<file path="config.mk">
export PLATFORM = sky130hd
export DESIGN_NAME = maxnet_iter_ctrl
export DESIGN_NICKNAME = d
export VERILOG_FILES = /design/src/rtl/maxnet_pkg.sv /design/src/rtl/maxnet_nz_detect.sv /design/src/rtl/maxnet_iter_ctrl.sv
export SDC_FILE = /design/constraint.sdc
export NUM_CORES = 1
export LEC_CHECK = 0
export ABC_AREA = 1
export BUFFER_PORTS_ARGS = -buffer_cell sky130_fd_sc_hd__buf_2
export CAP_MARGIN = 40
export CELL_PAD_IN_SITES_DETAIL_PLACEMENT = 0
export CELL_PAD_IN_SITES_GLOBAL_PLACEMENT = 2
export CORE_MARGIN = 2
export CORE_UTILIZATION = 25
export DETAILED_ROUTE_END_ITERATION = 8
export MAX_ROUTING_LAYER = met4
export PLACE_DENSITY_LB_ADDON = 0.3
export SYNTH_ARGS = -nofsm -noshare
export SYNTH_HDL_FRONTEND = slang
export SYNTH_SLANG_ARGS = --single-unit
</file>
<file path="constraint.sdc">
create_clock -name clk -period 3.1 [get_ports clk]
set_clock_uncertainty 0.15 [all_clocks]
set_input_delay 0.31 -clock clk [delete_from_list [all_inputs] [get_ports clk]]
set_output_delay 0.31 -clock clk [all_outputs]
set_load 0.01 [all_outputs]
</file>
<file path="src/rtl/maxnet_pkg.sv">
// Shared types and constants for the Maxnet iteration controller.
package maxnet_pkg;
  localparam int N  = 4;
  localparam int W  = 32;
  localparam int LW = 2;
  localparam int CW = 3;

  typedef enum logic [2:0] {
    S_IDLE = 3'd0,
    S_LOAD = 3'd1,
    S_MUL  = 3'd2,
    S_ADD  = 3'd3,
    S_RELU = 3'd4,
    S_CAPT = 3'd5,
    S_DONE = 3'd6
  } state_t;

  localparam logic [1:0] RES_WIN     = 2'b00;
  localparam logic [1:0] RES_ZERO    = 2'b01;
  localparam logic [1:0] RES_TIMEOUT = 2'b10;
endpackage

</file>
<file path="src/rtl/maxnet_nz_detect.sv">
// Counts non-zero lanes of a PLU result vector and reports the lowest non-zero lane.
module maxnet_nz_detect
  import maxnet_pkg::*;
(
  input  logic [N-1:0][W-1:0] i_words,
  output logic [CW-1:0]       o_cnt,
  output logic [LW-1:0]       o_idx
);
  logic [N-1:0] w_nz;

  for (genvar j = 0; j < N; j++) begin : g_lane
    assign w_nz[j] = |i_words[j];
  end

  // Scan high to low so the lowest set lane is the last one written.
  always_comb begin
    o_cnt = '0;
    o_idx = '0;
    for (int j = N - 1; j >= 0; j--) begin
      if (w_nz[j]) begin
        o_cnt = o_cnt + CW'(1);
        o_idx = LW'(j);
      end
    end
  end
endmodule

</file>
<file path="src/rtl/maxnet_iter_ctrl.sv">
// Maxnet iteration controller: sequences PLU stage enables, captures ReLU results, detects termination.
module maxnet_iter_ctrl
  import maxnet_pkg::*;
#(
  parameter int MAX_ITER = 64
) (
  input  logic                clk,
  input  logic                rst_n,
  input  logic                start,
  input  logic [N-1:0][W-1:0] init_act,
  input  logic [N-1:0][W-1:0] plu_res,
  output logic [N-1:0][W-1:0] a_bus,
  output logic                w_we,
  output logic                a_we,
  output logic                r1_we,
  output logic                r2_we,
  output logic                r3_we,
  output logic                busy,
  output logic                done,
  output logic [LW-1:0]       winner,
  output logic [1:0]          result,
  output logic [7:0]          iter_cnt
);
  localparam logic [7:0] LP_MAX = 8'(MAX_ITER);

  state_t              r_state;
  logic [N-1:0][W-1:0] r_act;
  logic                r_first;
  logic [7:0]          r_iter;
  logic [LW-1:0]       r_win;
  logic [1:0]          r_res;
  logic [CW-1:0]       w_cnt;
  logic [LW-1:0]       w_idx;

  maxnet_nz_detect u_nz (
    .i_words (plu_res),
    .o_cnt   (w_cnt),
    .o_idx   (w_idx)
  );

  always_ff @(posedge clk or negedge rst_n) begin
    if (!rst_n) begin
      r_state <= S_IDLE;
      r_act   <= '0;
      r_first <= 1'b0;
      r_iter  <= '0;
      r_win   <= '0;
      r_res   <= '0;
    end else begin
      unique case (r_state)
        S_IDLE: if (start) begin
          r_act   <= init_act;
          r_iter  <= '0;
          r_first <= 1'b1;
          r_state <= S_LOAD;
        end
        S_LOAD: begin
          r_first <= 1'b0;
          r_state <= S_MUL;
        end
        S_MUL:  r_state <= S_ADD;
        S_ADD:  r_state <= S_RELU;
        S_RELU: r_state <= S_CAPT;
        // Winner/zero checks outrank timeout so a last-iteration winner reports RES_WIN.
        S_CAPT: begin
          r_act  <= plu_res;
          r_iter <= r_iter + 8'd1;
          if (w_cnt == CW'(1)) begin
            r_win   <= w_idx;
            r_res   <= RES_WIN;
            r_state <= S_DONE;
          end else if (w_cnt == '0) begin
            r_win   <= '0;
            r_res   <= RES_ZERO;
            r_state <= S_DONE;
          end else if (r_iter + 8'd1 == LP_MAX) begin
            r_win   <= '0;
            r_res   <= RES_TIMEOUT;
            r_state <= S_DONE;
          end else begin
            r_state <= S_LOAD;
          end
        end
        S_DONE:  r_state <= S_IDLE;
        default: r_state <= S_IDLE;
      endcase
    end
  end

  assign a_bus    = r_act;
  assign w_we     = (r_state == S_LOAD) && r_first;
  assign a_we     = (r_state == S_LOAD);
  assign r1_we    = (r_state == S_MUL);
  assign r2_we    = (r_state == S_ADD);
  assign r3_we    = (r_state == S_RELU);
  assign busy     = (r_state != S_IDLE) && (r_state != S_DONE);
  assign done     = (r_state == S_DONE);
  assign winner   = r_win;
  assign result   = r_res;
  assign iter_cnt = r_iter;
endmodule

</file>
==> results <==
- The run finished with clean final reports.
- The fmax is roughly 370 MHz.
- The ratio of final minimum period to clock period is 87.5%.
- The placer congestion estimate is about 0.80.
- Once detail routing completed, the nets flagged for antenna violations numbered 0.
- TritonCTS built the clock tree.
- Net switching is approximately two fifths of the power.
- The number of filler cells placed in the layout is approximately 3,000.
- In this run the tool buffered the top-level ports with roughly 410 buffer cells.
- The post-synthesis area per instance is roughly 7.7 sq um.
- The core region is approximately 29,000 sq um.
- The H-tree generated during clock tree synthesis spans 4 levels.
- The die covers around 30,000 sq um.
- The post-synth design cell area is ~7200 sq um.
- IR analysis of the VDD net gives a maximum drop of ~320 uV.
- The setup violation total in the final timing report is 0.
- The number of warnings printed during yosys synthesis is 0.
- After floorplanning, the core was divided into 62 placement rows.
- The cts-stage hold buffer count is slightly below 200.
- In this run, CTS created clock tree buffers numbering 17.
- The flip-flop and latch count after synthesis is approximately 140.
- The total internal power is roughly 6.4 mW.
- The number of setup buffers added after CTS is 0.
- The number of endpoints with negative hold slack in the final report was 0.
- Of all nets on the critical path, the largest fanout is between 80 and 90.
- The initial utilization of the core area, before any placement, comes to 25.2%.
- The class of the most critical setup path is flop to flop.
- In the post-route analysis, the smallest setup slack over all paths is 389 ps.
- The first detailed-routing pass ran for 7 iterations.
- The wire length after detailed routing is roughly 28 mm.
- The routed via count divided by cell count is ~4.4.
- The post-cts resize count is 0.
- The path class of the tightest hold or removal check is input port to flop.
- The total power is about 10 mW.
- The category of the worst setup path capture point is a flop.
- The via count of the first global-routing pass is a little under 9,000.
- In the synthesized netlist, the number of instances is slightly above 900.
- Cells with a size suffix above 1 make up about 31% of the layout.
- The library cell used as clock root buffer is sky130_fd_sc_hd__clkbuf_16.
- For the pin with the worst max-slew slack, the measured transition is around 730 ps.
- Measured along the x axis, the die boundary spans around 170 um.
- The post-route met1 wirelength is roughly 12 mm.
- The final layout contains around 1,800 nets.
- Headroom to the max-slew limit came out at 51.0%.
- The number of different library cells used by synthesis comes to 36.
- The uppermost signal routing layer after detailed routing is met4.
- The kind of launch point of the worst setup path is a flop.
- Clock-pin slew was measured on the worst setup and hold paths at around 70 ps.
- The fraction of the yosys area taken by sequential cells is between 50% and 60%.
- The routed length on met2 is around 14 mm.
- In this run, the clock network consumes 20.1% of the power.
- The maximum number of pins on one net before global-route repair is between 100 and 150.
- Setup repair after global routing left no endpoint under its margin.
- The routed length per instance is 14.9 um.
- In this run the deepest clock path goes through 2 buffers.
- The sum of overflow across all layers after global routing is 0.
- The net switching power of the design is roughly 4.0 mW.
- The data arrival time of the critical path is between 2000 and 3000 ps.
- In the global route stage, overall resource usage came out at about a fifth.
- After the first detailed-routing iteration, the DRC count stood at 350.
- The worst path needs 2710 ps of the cycle, external delays included.
- The number of remaining DRC errors is 0.
- OpenSTA, run right after detailed placement, puts the worst setup slack at -87.1 ps.
- Pin placement for this block handled 406 I/O pins.
- The wire length of the first global-routing pass is 44.8 mm.
- In this run the power density over the cells is approximately 850 nW/um^2.
- Measured along the y axis, the die boundary spans 174 um.
- The number of max-slew violations in the final report is 0.
- The data required time of the critical path is 3310 ps.
- After detailed placement, the design holds a cell count of between 1,500 and 2,000.
- Clock latency on the worst-skew pair, taken at its later pin, is ~420 ps.
- The clock drives about 140 sinks.
- The area overhead of the layout relative to synthesis is 69.3%.
- The vias after detailed routing is around 8,500.
- The analysis attributes to cell leakage a power of just under 6 nW.
- Excluding fillers, the count of instances in the completed layout stands at ~1,900.
- The total nets after synthesis is 1,197.
- The sum of met3 wire segment lengths after detailed routing is between 1.5 and 2 mm.
- The number of maximum-capacitance violations is 0.
- The HPWL after detailed placement is between 20 and 25 mm.
- In the final layout, flip-flops and latches occupy roughly 3600 sq um.
- The number of antenna violations at the first check in global routing is 4.
- Combinational cells account for 48.7% of the total power.
- Of the total power, registers draw about 31%.
- In the final layout, the multi-input gates occupy ~3200 sq um.
[power groups by stage]
stage	Clock (mW)	Sequential (mW)	Combinational, mW
after floorplan	0	3.65	1.96
after global placement	0	3.23	4.04
after detailed placement	0	3.25	4.05
after CTS	2.15	3.23	5.05
after global routing	2.23	3.35	5.57
final	2.08	3.23	5.03
[layout by cell type, fill, tap and decap left out, types with 5 or more instances in the layout]
cell                              n
sky130_fd_sc_hd__a31oi_1        128
sky130_fd_sc_hd__buf_12           5
sky130_fd_sc_hd__buf_2          404
sky130_fd_sc_hd__buf_4           12
sky130_fd_sc_hd__clkbuf_16       17
sky130_fd_sc_hd__dfrtp_1        144
sky130_fd_sc_hd__dlygate4sd3_1  196
sky130_fd_sc_hd__ha_1             7
sky130_fd_sc_hd__inv_1           25
sky130_fd_sc_hd__inv_6            6
sky130_fd_sc_hd__nand2_1        310
sky130_fd_sc_hd__nand3_1         12
sky130_fd_sc_hd__nor2_1         190
sky130_fd_sc_hd__nor3_1           6
sky130_fd_sc_hd__nor4_1           8
sky130_fd_sc_hd__o21ai_0          7
sky130_fd_sc_hd__or4_1            6
sky130_fd_sc_hd__xor2_1           5
[critical path, stage by stage, from the launching register on]
cell                            delay [ps]
sky130_fd_sc_hd__dfrtp_1               400
sky130_fd_sc_hd__nor2_1                120
sky130_fd_sc_hd__inv_1                  60
sky130_fd_sc_hd__nor2_1                160
sky130_fd_sc_hd__nand2_1               180
sky130_fd_sc_hd__nand2_8               460
sky130_fd_sc_hd__buf_12                340
sky130_fd_sc_hd__nor2_1                 70
sky130_fd_sc_hd__a31oi_1               150
sky130_fd_sc_hd__dlygate4sd3_1         570
[final cells by class]
cell class,count,share of cell area (%)
antenna,4,0.0821
clock buffer,18,3.60
clock inverter,14,1.18
inverter,29,0.913
multi-input combinational,702,26.4
sequential,144,29.5
tap,384,3.94
timing repair buffer,618,34.3
[through the flow]
step	area (sq um)	utilization (%)	hold slack (ps)	TNS, ps
finish	12200	42.7	19.4	0
global route	12200	42.7	5.80	0
CTS	12200	42.7	0.109	0
detailed placement	9640	33.8	225	-455
global placement	9640	33.8	227	-410
floorplan	7210	-	-136	0
[cell usage after synthesis]
cell / number / area, sq um
sky130_fd_sc_hd__nand2_1: 310 / 1160
sky130_fd_sc_hd__nor2_1: 190 / 713
sky130_fd_sc_hd__dfrtp_1: 144 / 3600
sky130_fd_sc_hd__a31oi_1: 128 / 801
sky130_fd_sc_hd__buf_2: 32 / 160
sky130_fd_sc_hd__inv_1: 25 / 93.8
sky130_fd_sc_hd__clkbuf_1: 12 / 45.0
sky130_fd_sc_hd__nand3_1: 12 / 60.1
sky130_fd_sc_hd__nor4_1: 8 / 50.1
sky130_fd_sc_hd__ha_1: 7 / 87.6
sky130_fd_sc_hd__o21ai_0: 7 / 35.0
sky130_fd_sc_hd__buf_1: 6 / 22.5
sky130_fd_sc_hd__nor3_1: 6 / 30.0
sky130_fd_sc_hd__or4_1: 6 / 45.0
sky130_fd_sc_hd__buf_4: 5 / 37.5
sky130_fd_sc_hd__xor2_1: 5 / 43.8
sky130_fd_sc_hd__o22ai_1: 4 / 25.0
sky130_fd_sc_hd__inv_2: 3 / 11.3
sky130_fd_sc_hd__a21oi_1: 2 / 10.0
sky130_fd_sc_hd__and3_1: 2 / 12.5
sky130_fd_sc_hd__o21bai_1: 2 / 15.0
sky130_fd_sc_hd__a22o_1: 1 / 8.76
sky130_fd_sc_hd__buf_6: 1 / 11.3
sky130_fd_sc_hd__inv_4: 1 / 6.26
sky130_fd_sc_hd__nand2_2: 1 / 6.26
sky130_fd_sc_hd__nand2_4: 1 / 11.3
sky130_fd_sc_hd__nand3_2: 1 / 10.0
sky130_fd_sc_hd__nand3b_1: 1 / 7.51
sky130_fd_sc_hd__nand4_1: 1 / 6.26
sky130_fd_sc_hd__nor2_2: 1 / 6.26
sky130_fd_sc_hd__nor2_4: 1 / 11.3
sky130_fd_sc_hd__nor2_8: 1 / 20.0
sky130_fd_sc_hd__o31ai_1: 1 / 7.51
sky130_fd_sc_hd__or2_2: 1 / 6.26
sky130_fd_sc_hd__or3_1: 1 / 6.26
sky130_fd_sc_hd__xor2_2: 1 / 16.3
[cell families (layout without fill, tap and decap cells)]
kind of cell / after synthesis / after routing / share of synthesized area [%]
and+or+nand+nor: 544 / 544 / 30.1
DFF: 144 / 144 / 50.0
adders and majority gates: 7 / 7 / 1.22
xor gates and xnor gates: 6 / 6 / 0.833
AOI/OAI and AO/OA: 145 / 145 / 12.5
other: 0 / 4 / 0
buffers and inverters: 85 / 679 / 5.38
[registers in the layout (all words and copies together), names as in the netlist]
signal and count:
r_first 1, a_bus 128, result 2, iter_cnt 8, winner 2, r_state 3
[final timing paths]
kind | slack (ps) | end | cells after the start | start
setup / recovery | 390 | a_bus[67] | 9 | r_state[2]
hold / removal | 20 | a_bus[116] | 3 | plu_res[116]
setup reg to reg | 390 | a_bus[67] | 9 | r_state[2]
hold reg to reg | 370 | winner[0] | 2 | winner[0]
max in group asynchronous | 1710 | iter_cnt[4] | 3 | rst_n
min in group asynchronous | 310 | a_bus[67] | 2 | rst_n
[layer usage]
layer,vias to the layer above,GRT usage (%)
li1,4250,-
met1,3925,22.4
met2,284,32.5
met3,42,3.62
met4,0,7.14
met5,-,-
Note: power is estimated with default switching activity, not from simulation.
